### config.mk
export PLATFORM = sky130hd
export DESIGN_NAME = mult_arbiter_flat
export DESIGN_NICKNAME = d
export VERILOG_FILES = /design/src/rtl/mult_arbiter_if.sv /design/src/rtl/mult_arbiter.sv /design/src/flat_wrapper.sv
export SDC_FILE = /design/constraint.sdc
export NUM_CORES = 1
export LEC_CHECK = 0
export ABC_AREA = 1
export ABC_CLOCK_PERIOD_IN_PS = 3300
export CORE_UTILIZATION = 66
export CTS_CLUSTER_DIAMETER = 150
export DETAILED_ROUTE_END_ITERATION = 7
export DONT_BUFFER_PORTS = 1
export PLACE_DENSITY_LB_ADDON = 0.05
export SYNTH_ARGS = -nofsm -noshare
export SYNTH_HDL_FRONTEND = slang
export SYNTH_SLANG_ARGS = --single-unit
### constraint.sdc
create_clock -name Clk -period 3.3 [get_ports Clk]
set_input_delay 0.66 -clock Clk [delete_from_list [all_inputs] [get_ports Clk]]
set_output_delay 0.66 -clock Clk [all_outputs]
set_load 0.02 [all_outputs]
### src/rtl/mult_arbiter_if.sv
// Requester/multiplier bus for mult_arbiter: the arbiter uses the slave modport, the
// environment (requesters plus the multiplier instance) uses master.
interface mult_arbiter_if #(
    parameter int unsigned NUM_REQ = 2,
    parameter int unsigned WIDTH   = 16
);
    logic [NUM_REQ-1:0]       Req;
    logic [NUM_REQ*WIDTH-1:0] OpA;
    logic [NUM_REQ*WIDTH-1:0] OpB;
    logic [NUM_REQ-1:0]       Gnt;
    logic [NUM_REQ-1:0]       Ack;
    logic [2*WIDTH-1:0]       Result;
    logic                     Busy;
    logic                     Err;
    logic                     Mul_St;
    logic [WIDTH-1:0]         Mul_Multiplicando;
    logic [WIDTH-1:0]         Mul_Multiplicador;
    logic                     Mul_Done;
    logic                     Mul_Idle;
    logic [2*WIDTH-1:0]       Mul_Produto;

    modport slave (
        input  Req, OpA, OpB, Mul_Done, Mul_Idle, Mul_Produto,
        output Gnt, Ack, Result, Busy, Err, Mul_St, Mul_Multiplicando, Mul_Multiplicador
    );

    modport master (
        output Req, OpA, OpB, Mul_Done, Mul_Idle, Mul_Produto,
        input  Gnt, Ack, Result, Busy, Err, Mul_St, Mul_Multiplicando, Mul_Multiplicador
    );
endinterface

### src/rtl/mult_arbiter.sv
// Round-robin arbiter sharing one shift-add multiplier between NUM_REQ requesters.
// Define MULT_ARB_TIMEOUT_EN to add a WAIT-state watchdog that reports Err with Ack.
module mult_arbiter #(
    parameter int unsigned NUM_REQ        = 2,
    parameter int unsigned WIDTH          = 16,
    parameter int unsigned TIMEOUT_CYCLES = 64
) (
    input logic           Clk,
    input logic           Reset,
    mult_arbiter_if.slave bus
);
    localparam int unsigned PtrW = (NUM_REQ > 1) ? $clog2(NUM_REQ) : 1;

    if (NUM_REQ < 2 || NUM_REQ > 8 || TIMEOUT_CYCLES < 1) begin : g_param_check
        $error("mult_arbiter: parameter out of range");
    end

    typedef enum logic [1:0] {StIdle, StStart, StWait, StResp} state_e;

    state_e               state_q, state_d;
    logic [PtrW-1:0]      ptr_q, ptr_d;
    logic [PtrW-1:0]      win_q, win_d;
    logic [NUM_REQ-1:0]   gnt_q, gnt_d;
    logic [2*WIDTH-1:0]   res_q, res_d;
    logic [WIDTH-1:0]     op_a_q, op_a_d;
    logic [WIDTH-1:0]     op_b_q, op_b_d;

    logic                 sel_found;
    logic [PtrW-1:0]      sel_idx;
    int unsigned          sel_j;
    int unsigned          sel_base;

    // First requester at or above the pointer, wrapping around.
    always_comb begin
        sel_found = 1'b0;
        sel_idx   = '0;
        sel_j     = 0;
        for (int unsigned i = 0; i < NUM_REQ; i++) begin
            sel_j = (int'(ptr_q) + i) % NUM_REQ;
            if (!sel_found && bus.Req[sel_j]) begin
                sel_found = 1'b1;
                sel_idx   = PtrW'(sel_j);
            end
        end
        sel_base = int'(sel_idx) * WIDTH;
    end

`ifdef MULT_ARB_TIMEOUT_EN
    localparam int unsigned TmrW = $clog2(TIMEOUT_CYCLES + 1);

    logic [TmrW-1:0] tmr_q, tmr_d;
    logic            err_q, err_d;
    logic            tmr_expired;

    assign tmr_expired = (tmr_q == TmrW'(TIMEOUT_CYCLES - 1));
`endif

    always_comb begin
        state_d = state_q;
        ptr_d   = ptr_q;
        win_d   = win_q;
        gnt_d   = gnt_q;
        res_d   = res_q;
        op_a_d  = op_a_q;
        op_b_d  = op_b_q;
`ifdef MULT_ARB_TIMEOUT_EN
        tmr_d   = tmr_q;
        err_d   = err_q;
`endif
        unique case (state_q)
            StIdle: begin
                // The multiplier is not reset with us, so never start it while it is busy.
                if (sel_found && bus.Mul_Idle) begin
                    win_d          = sel_idx;
                    gnt_d          = '0;
                    gnt_d[sel_idx] = 1'b1;
                    op_a_d         = bus.OpA[sel_base +: WIDTH];
                    op_b_d         = bus.OpB[sel_base +: WIDTH];
                    state_d        = StStart;
                end
            end
            StStart: begin
`ifdef MULT_ARB_TIMEOUT_EN
                tmr_d = '0;
                err_d = 1'b0;
`endif
                state_d = StWait;
            end
            StWait: begin
                if (bus.Mul_Done) begin
                    res_d   = bus.Mul_Produto;
                    state_d = StResp;
`ifdef MULT_ARB_TIMEOUT_EN
                end else if (tmr_expired) begin
                    res_d   = '0;
                    err_d   = 1'b1;
                    state_d = StResp;
                end else begin
                    tmr_d = tmr_q + 1'b1;
`endif
                end
            end
            StResp: begin
                ptr_d   = (win_q == PtrW'(NUM_REQ - 1)) ? '0 : win_q + 1'b1;
                gnt_d   = '0;
                state_d = StIdle;
            end
            default: state_d = StIdle;
        endcase
    end

    always_ff @(posedge Clk or posedge Reset) begin
        if (Reset) begin
            state_q <= StIdle;
            ptr_q   <= '0;
            win_q   <= '0;
            gnt_q   <= '0;
            res_q   <= '0;
            op_a_q  <= '0;
            op_b_q  <= '0;
        end else begin
            state_q <= state_d;
            ptr_q   <= ptr_d;
            win_q   <= win_d;
            gnt_q   <= gnt_d;
            res_q   <= res_d;
            op_a_q  <= op_a_d;
            op_b_q  <= op_b_d;
        end
    end

`ifdef MULT_ARB_TIMEOUT_EN
    always_ff @(posedge Clk or posedge Reset) begin
        if (Reset) begin
            tmr_q <= '0;
            err_q <= 1'b0;
        end else begin
            tmr_q <= tmr_d;
            err_q <= err_d;
        end
    end

    assign bus.Err = (state_q == StResp) && err_q;
`else
    assign bus.Err = 1'b0;
`endif

    assign bus.Gnt               = gnt_q;
    assign bus.Ack               = (state_q == StResp) ? gnt_q : '0;
    assign bus.Result            = res_q;
    assign bus.Busy              = (state_q != StIdle);
    assign bus.Mul_St            = (state_q == StStart);
    assign bus.Mul_Multiplicando = op_a_q;
    assign bus.Mul_Multiplicador = op_b_q;
endmodule
### src/flat_wrapper.sv
// flat-port wrapper written by rule: the top's interface ports become plain ports
module mult_arbiter_flat 
#(
    parameter int unsigned NUM_REQ        = 2,
    parameter int unsigned WIDTH          = 16,
    parameter int unsigned TIMEOUT_CYCLES = 64
)
  (Clk, Reset, bus_Req, bus_OpA, bus_OpB, bus_Mul_Done, bus_Mul_Idle, bus_Mul_Produto, bus_Gnt, bus_Ack, bus_Result, bus_Busy, bus_Err, bus_Mul_St, bus_Mul_Multiplicando, bus_Mul_Multiplicador);
  mult_arbiter_if #(.NUM_REQ(NUM_REQ), .WIDTH(WIDTH)) bus_i ();
  input logic Clk;
  input logic Reset;
  input wire logic [$bits(bus_i.Req)-1:0] bus_Req;
  input wire logic [$bits(bus_i.OpA)-1:0] bus_OpA;
  input wire logic [$bits(bus_i.OpB)-1:0] bus_OpB;
  input wire logic [$bits(bus_i.Mul_Done)-1:0] bus_Mul_Done;
  input wire logic [$bits(bus_i.Mul_Idle)-1:0] bus_Mul_Idle;
  input wire logic [$bits(bus_i.Mul_Produto)-1:0] bus_Mul_Produto;
  output wire logic [$bits(bus_i.Gnt)-1:0] bus_Gnt;
  output wire logic [$bits(bus_i.Ack)-1:0] bus_Ack;
  output wire logic [$bits(bus_i.Result)-1:0] bus_Result;
  output wire logic [$bits(bus_i.Busy)-1:0] bus_Busy;
  output wire logic [$bits(bus_i.Err)-1:0] bus_Err;
  output wire logic [$bits(bus_i.Mul_St)-1:0] bus_Mul_St;
  output wire logic [$bits(bus_i.Mul_Multiplicando)-1:0] bus_Mul_Multiplicando;
  output wire logic [$bits(bus_i.Mul_Multiplicador)-1:0] bus_Mul_Multiplicador;
  assign bus_i.Req = bus_Req;
  assign bus_i.OpA = bus_OpA;
  assign bus_i.OpB = bus_OpB;
  assign bus_i.Mul_Done = bus_Mul_Done;
  assign bus_i.Mul_Idle = bus_Mul_Idle;
  assign bus_i.Mul_Produto = bus_Mul_Produto;
  assign bus_Gnt = bus_i.Gnt;
  assign bus_Ack = bus_i.Ack;
  assign bus_Result = bus_i.Result;
  assign bus_Busy = bus_i.Busy;
  assign bus_Err = bus_i.Err;
  assign bus_Mul_St = bus_i.Mul_St;
  assign bus_Mul_Multiplicando = bus_i.Mul_Multiplicando;
  assign bus_Mul_Multiplicador = bus_i.Mul_Multiplicador;
  mult_arbiter #(.NUM_REQ(NUM_REQ), .WIDTH(WIDTH), .TIMEOUT_CYCLES(TIMEOUT_CYCLES)) u_core (.Clk(Clk), .Reset(Reset), .bus(bus_i));
endmodule
==> PnR_summary.wiki, run 1 <==
{| class="wikitable"
! Metric !! Value
|-
| Worst path most repeated cell || inv_1
|-
| Hold violation total from the final report || 0
|-
| Drt first-iter violations || 109
|-
| Path depth of the worst reg2reg path || 7
|-
| Clk root buf || clkbuf_8
|-
| Sink Count || 70
|-
| Fraction of final layout cells sized beyond drive strength 1 || 0.161
|-
| Yosys Warn Count || 0
|-
| Max Fclk || 513 MHz
|-
| Design internal power || 2.02 mW
|-
| Fraction of the yosys area taken by sequential cells || 0.524
|-
| CTS H-tree lvls || 3
|-
| Final global-route overflow total || 0
|-
| Leakage power summed over all cells || 1.84 nW
|-
| Detail Route Antenna Nets || 0
|-
| Clk_skew || 0.00487 ns
|-
| Post-Synthesis Mean Instance Area || 9.23 µm²
|-
| Global-route usage over all layers || 0.266
|-
| Core footprint || 4790 µm²
|-
| Total half-perimeter wirelength after legalization and detailed placement || 4770 µm
|-
| Worst-margin pin slew || 0.833 ns
|-
| Final worst path period share || 0.591
|-
| Max Fanout on Critical Path || 4
|-
| Area Growth Syn to Fin || 4.87%
|-
| Ant. Diodes || 0
|-
| Number of synthesized register bits || 70
|-
| Part of the total power dissipated in combinational logic || 0.241
|-
| Final setup viols || 0
|-
| Worst-case headroom to the max-slew limit || 0.444
|-
| Total Negative Setup Slacks || 0 ns
|-
| Maximum number of pins on one net before global-route repair || 42
|-
| Critical-path cell with the highest stage delay || dfrtp_1
|-
| Number of global-route vias before repair || 2411
|-
| Family with the most delay on the worst path || flip-flops
|-
| Via count || 2363
|-
| Number of filler instances in the final layout || 356
|-
| Total detailed-routing wirelength || 6880 µm
|-
| Number of antenna violations at the first check in global routing || 0
|-
| Setup repair after global routing missed its margin || no
|-
| Effective utilization at floorplan || 0.698
|-
| Longest individual stage delay on the worst path || 0.41 ns
|-
| Die X-Extent || 73.1 µm
|-
| Run status || finished clean
|-
| Number of setup buffers added after CTS || 0
|-
| Instance count of the mapped netlist || 362
|-
| Reg-to-reg startpoint || u_core.ptr_q$_DFFE_PP0P_
|-
| Syn Std Cell Area || 3340 µm²
|-
| Total I/O pin count || 173
|-
| CTS Hold Bufs || 0
|-
| Net switching power || 1.60 mW
|-
| Placer congestion estimate || 0.750
|-
| Chip height || 73.1 µm
|-
| Switching share of total power || 0.441
|-
| Area of the multi-input gates || 1310 µm²
|-
| Reg2Reg Capture Point || u_core.bus.Mul_Multiplicando[2]$_DFFE_PP0P_
|-
| Post-route DRC violation count || 0
|-
| Global-route wire length before repair || 10700 µm
|-
| Shortest clock period the worst path allows after layout || 1.95 ns
|-
| Floorplan row count || 25
|-
| Insertion delay to the later sink of the worst-skew pair || 0.33 ns
|-
| Clock-pin transition on the worst setup and hold timing paths || 0.08 ns
|-
| Distinct cells, synth || 18
|-
| Pre-antenna DRT Iters || 4
|-
| CTS buffer count || 9
|-
| Final net count || 462
|-
| Worst path cell trace || inv_1 > ha_1 > inv_1
|-
| Kind of start point of the critical path || flop
|-
| Clock share of power || 0.188
|-
| TritonCTS clock tree || yes
|-
| Number of violations of the max-capacitance limit || 0
|-
| Leading cell types in the layout, fill and taps excluded || nand2_1 (133), dfrtp_1 (70), nand3_1 (37)
|-
| Crit path buffers/inverters || 2
|-
| Via count normalized by instance count || 5.52
|-
| Setup slack on the worst flop-to-flop path || 1.37 ns
|-
| Final count of pins violating max slew || 0
|-
| Worst Setup Path Type || flop to primary output
|-
| Commonest non-fill, non-tap cell in the layout || nand2_1
|-
| Power density of the placed cells || 1030 nW/µm²
|-
| FF+latch area || 1750 µm²
|-
| Post-cts repair resize count || 0
|-
| Clock buffer depth || 2
|-
| Number of I/O port buffers || 0
|-
| Endpoint kind of the worst setup timing path || primary output
|-
| Proportion of power drawn by flip-flops and latches || 0.571
|-
| Synth Net Count || 468
|-
| Worst-case vdd ir drop || 0.631 mV
|-
| Required time of the critical path || 2.64 ns
|-
| Average wire length per cell after detail routing || 16.1 µm
|-
| Die area || 5350 µm²
|-
| Minimum hold slack || 0.362 ns
|-
| Kind of path behind the tightest hold check || input pin to asynchronous set/reset pin
|-
| Arrival time at the worst endpoint || 1.29 ns
|}
[power groups by stage]
stage / combinational, mW / clock (mW) / sequential, mW
floorplan: 0.791 / 0 / 1.99
global placement: 0.832 / 0 / 2.08
detailed placement: 0.877 / 0 / 2.08
CTS: 0.885 / 0.698 / 2.07
global route: 0.987 / 0.731 / 2.11
finish: 0.870 / 0.681 / 2.07
[metal layers]
metal / part of all wire / global-route usage / wire (µm) / up-vias
met5: 0 / 0 / 0 / -
met2: 0.51 / 0.453 / 3510 / 107
met1: 0.39 / 0.309 / 2650 / 1122
li1: - / - / - / 1123
met3: 0.088 / 0.0870 / 608 / 11
met4: 0.015 / 0.113 / 104 / 0
[worst register-to-register path, delay by kind of cell, from the launching register on]
family                 cells  cell delay [ns]
AND/OR/NAND/NOR            6             1.41
buffers and inverters      1             0.06
flip-flops                 1             0.35
[registers in the layout (all words and copies together), names as in the netlist]
signal,flops
u_core.bus.Gnt,2
u_core.win_q,1
u_core.bus.Result,32
u_core.bus.Mul_Multiplicador,16
u_core.ptr_q,1
u_core.state_q,2
u_core.bus.Mul_Multiplicando,16
[area by class of cell]
class	instances	area share
Sequential cell	70	0.500
Clock inverter	6	0.0204
Inverter	34	0.0364
Multi-Input combinational cell	237	0.374
Tap cell	67	0.0239
Clock buffer	10	0.0364
Timing Repair Buffer	4	0.00857
[cell families after synthesis]
kind of cell	share of synthesized area
flip-flops	0.524
AO/OA/AOI/OAI	0.00449
multiplexers	0.108
AND/OR/NAND/NOR	0.264
buffers and inverters	0.0831
adder cells (fa/ha/maj)	0.0150
other	0.00112
[synthesized netlist by cell type]
cell type	count	share of area
nand3_1	37	0.055
buf_2	9	0.013
clkbuf_1	2	0.0022
nand2_1	133	0.15
buf_6	6	0.020
nand3b_1	22	0.049
nand2_2	2	0.0037
nand3_2	1	0.0030
conb_1	1	0.0011
mux2_2	32	0.11
nor2_1	1	0.0011
dfrtp_1	70	0.52
buf_4	4	0.0090
or2_2	1	0.0019
ha_1	4	0.015
inv_1	32	0.036
o21ai_0	3	0.0045
inv_2	2	0.0022
[metrics by stage]
| stage | worst slack, ns | util | instance area [µm²] | instances | total power [mW] |
|---|---|---|---|---|---|
| global placement | 1.16 | 0.690 | 3300 | 412 | 2.91 |
| detailed placement | 1.09 | 0.690 | 3300 | 412 | 2.96 |
| finish | 1.35 | 0.732 | 3500 | 428 | 3.62 |
| global route | 1.16 | 0.732 | 3500 | 428 | 3.83 |
| CTS | 1.33 | 0.732 | 3500 | 428 | 3.65 |
| floorplan | 0.872 | - | 3340 | 362 | 2.78 |
[worst max-delay path by stage]
stage / end / from / slack, ns / cells after the start
after floorplan: u_core.bus.Gnt[0]$_DFFE_PP0P_ / Reset / 0.87 / 1
after global placement: u_core.bus.Mul_Multiplicando[7]$_DFFE_PP0P_ / bus_Req[0] / 1.16 / 6
after detailed placement: u_core.bus.Mul_Multiplicando[2]$_DFFE_PP0P_ / bus_Req[0] / 1.09 / 6
after CTS: bus_Busy / u_core.state_q[0]$_DFFE_PP0P_ / 1.33 / 3
after global routing: u_core.bus.Mul_Multiplicando[2]$_DFFE_PP0P_ / u_core.ptr_q$_DFFE_PP0P_ / 1.16 / 7
final: bus_Busy / u_core.state_q[0]$_DFFE_PP0P_ / 1.35 / 3
(Power assumes the default switching activity.)
==> run 2: changes to the inputs <==
--- a/config.mk
+++ b/config.mk
@@ -6,8 +6,8 @@
 export NUM_CORES = 1
 export LEC_CHECK = 0
 export ABC_AREA = 1
-export ABC_CLOCK_PERIOD_IN_PS = 3300
-export CORE_UTILIZATION = 66
+export ABC_CLOCK_PERIOD_IN_PS = 1900
+export CORE_UTILIZATION = 63
 export CTS_CLUSTER_DIAMETER = 150
 export DETAILED_ROUTE_END_ITERATION = 7
 export DONT_BUFFER_PORTS = 1
==> constraint.sdc (replaced) <==
create_clock -name Clk -period 1.9 [get_ports Clk]
set_input_delay 0.38 -clock Clk [delete_from_list [all_inputs] [get_ports Clk]]
set_output_delay 0.38 -clock Clk [all_outputs]
set_load 0.02 [all_outputs]
==> run 2 against run 1 <==
Worst hold slack worse by 0.36 ns. Total power is 77% higher. Design area is 1.6% higher. Final cell count is 0.70% higher. Routed wire length is 2.6% lower. Critical path type unchanged. Largest cell class unchanged. Sequential share of layout area is 0.79 points lower. Clock skew is 0.0054 ns higher. Non-clock buffer count stayed put. Critical endpoint unchanged. Die area is 4.6% higher.
==> PnR_summary.wiki, run 2 (synthesis results as in run 1) <==
{| class="wikitable"
! Metric !! Value
|-
| Leakage power summed over all cells || 1.86 nW
|-
| Area Growth Syn to Fin || 6.55%
|-
| Finished Cell Area || 3560 µm²
|-
| Longest individual stage delay on the worst path || 0.39 ns
|-
| Kind of start point of the critical path || flop
|-
| Crit path buffers/inverters || 2
|-
| Clk root buf || clkbuf_8
|-
| Arrival time at the worst endpoint || 1.26 ns
|-
| Placer congestion estimate || 0.763
|-
| Final worst path period share || 0.861
|-
| Pre-antenna DRT Iters || 4
|-
| Endpoint kind of the worst setup timing path || primary output
|-
| Critical path origin || u_core.state_q[0]$_DFFE_PP0P_
|-
| Cell area reported after detailed placement || 3340 µm²
|-
| Worst Setup Path Type || flop to primary output
|-
| Run status || finished clean
|-
| Number of setup buffers added after CTS || 0
|-
| Total detailed-routing wirelength || 6690 µm
|-
| Power density of the placed cells || 1800 nW/µm²
|-
| Global-route usage over all layers || 0.242
|-
| Final global-route overflow total || 0
|-
| Core footprint || 5110 µm²
|-
| TritonCTS clock tree || yes
|-
| Total Power Consumption || 6.42 mW
|-
| Post-route DRC violation count || 0
|-
| Number of global-route vias before repair || 2339
|-
| Family with the most delay on the worst path || flip-flops
|-
| Total Negative Setup Slacks || 0 ns
|-
| Worst path cell trace || inv_1 > ha_1 > inv_1
|-
| Placed Cells incl. Taps || 415
|-
| CTS H-tree lvls || 3
|-
| Post-cts repair resize count || 0
|-
| Sink Count || 70
|-
| Global-route wire length before repair || 9960 µm
|-
| Final count of pins violating max slew || 0
|-
| Worst path most repeated cell || inv_1
|-
| Clk_skew || 0.0103 ns
|-
| Commonest non-fill, non-tap cell in the layout || nand2_1
|-
| Met1 Track Usage GR || 0.266
|-
| Die X-Extent || 74.8 µm
|-
| Leading cell types in the layout, fill and taps excluded || nand2_1 (133), dfrtp_1 (70), nand3_1 (37)
|-
| Worst-case vdd ir drop || 1.03 mV
|-
| Max reg flops || 32
|-
| Critical-path cell with the highest stage delay || dfrtp_1
|-
| Total I/O pin count || 173
|-
| Chip height || 74.8 µm
|-
| Max Fanout on Critical Path || 4
|-
| Number of antenna violations at the first check in global routing || 0
|-
| Number of violations of the max-capacitance limit || 0
|-
| Reg-to-reg startpoint || u_core.state_q[0]$_DFFE_PP0P_
|-
| Setup repair after global routing missed its margin || no
|-
| Worst-case headroom to the max-slew limit || 0.582
|-
| Worst-margin pin slew || 0.625 ns
|-
| Floorplan row count || 26
|-
| Effective utilization at floorplan || 0.654
|-
| Number of I/O port buffers || 0
|-
| Required time of the critical path || 1.52 ns
|-
| Clock buffer depth || 2
|-
| GRT Max-Usage Layer || met2
|-
| Via count normalized by instance count || 5.52
|-
| Number of filler instances in the final layout || 405
|-
| Maximum number of pins on one net before global-route repair || 71
|-
| Via count || 2380
|-
| Final net count || 462
|-
| Total half-perimeter wirelength after legalization and detailed placement || 4660 µm
|-
| Fraction of met2 tracks used by global routing || 0.410
|-
| CTS buffer count || 9
|-
| Ant. Diodes || 0
|-
| Detail Route Antenna Nets || 0
|-
| Insertion delay to the later sink of the worst-skew pair || 0.34 ns
|-
| Fraction of final layout cells sized beyond drive strength 1 || 0.163
|-
| CTS Hold Bufs || 0
|-
| Clock-pin transition on the worst setup and hold timing paths || 0.08 ns
|-
| Drt first-iter violations || 146
|-
| Kind of path behind the tightest hold check || input pin to asynchronous set/reset pin
|-
| Die area || 5600 µm²
|-
| Met3 Usage GRT || 0.0924
|-
| Shortest clock period the worst path allows after layout || 1.64 ns
|-
| Hold violation total from the final report || 0
|-
| Average wire length per cell after detail routing || 15.5 µm
|-
| Number of standard cells in the final layout excluding fillers || 431
|-
| Final setup viols || 0
|-
| Max Fclk || 612 MHz
|}
run 2: cell count changes in the layout (fill, tap and decap cells not counted), sizes merged:
cell / previous run / this run
bufinv: 1 / 2
clkinvlp: 2 / 3
inv: 35 / 33
run 2: stage by stage:
stage                     utilization  setup WS [ns]  hold slack, ns
after floorplan                     -          0.472           0.437
after global placement          0.653          0.422           0.384
after detailed placement        0.653          0.348           0.383
after CTS                       0.697          0.237          0.0155
after global routing            0.697          0.184          0.0202
final                           0.697          0.265         0.00217
run 2: metal layers:
layer / share of wire / routed length (µm)
met2: 0.49 / 3250
met5: 0 / 0
met1: 0.40 / 2670
met3: 0.098 / 655
met4: 0.017 / 113
run 2: power by group:
part           switching [mW]  internal, mW  total, mW
clock                   0.541         0.770       1.31
sequential               1.36          2.22       3.58
combinational           0.826         0.701       1.53
total                    2.73          3.69       6.42
run 2: cell type report:
class / instances / area, µm² / area share
Timing Repair Buffer: 4 / 55.1 / 0.0155
Clock buffer: 10 / 138 / 0.0387
Sequential cell: 70 / 1750 / 0.492
Clock inverter: 6 / 85.1 / 0.0239
Multi-Input combinational cell: 237 / 1310 / 0.368
Inverter: 34 / 131 / 0.0369
Tap cell: 70 / 87.6 / 0.0246
run 2: path summary, 6_finish.rpt:
kind	slack, ns	cells after the start	end
hold / removal	0.002	2	u_core.bus.Result[8]$_DFFE_PP0P_
hold reg to reg	0.47	1	u_core.ptr_q$_DFFE_PP0P_
max in group asynchronous	1.61	2	u_core.bus.Result[27]$_DFFE_PP0P_
min in group Clk	0.19	1	u_core.bus.Result[4]$_DFFE_PP0P_
setup reg to reg	0.37	6	u_core.bus.Mul_Multiplicando[8]$_DFFE_PP0P_
setup / recovery	0.26	3	bus_Busy
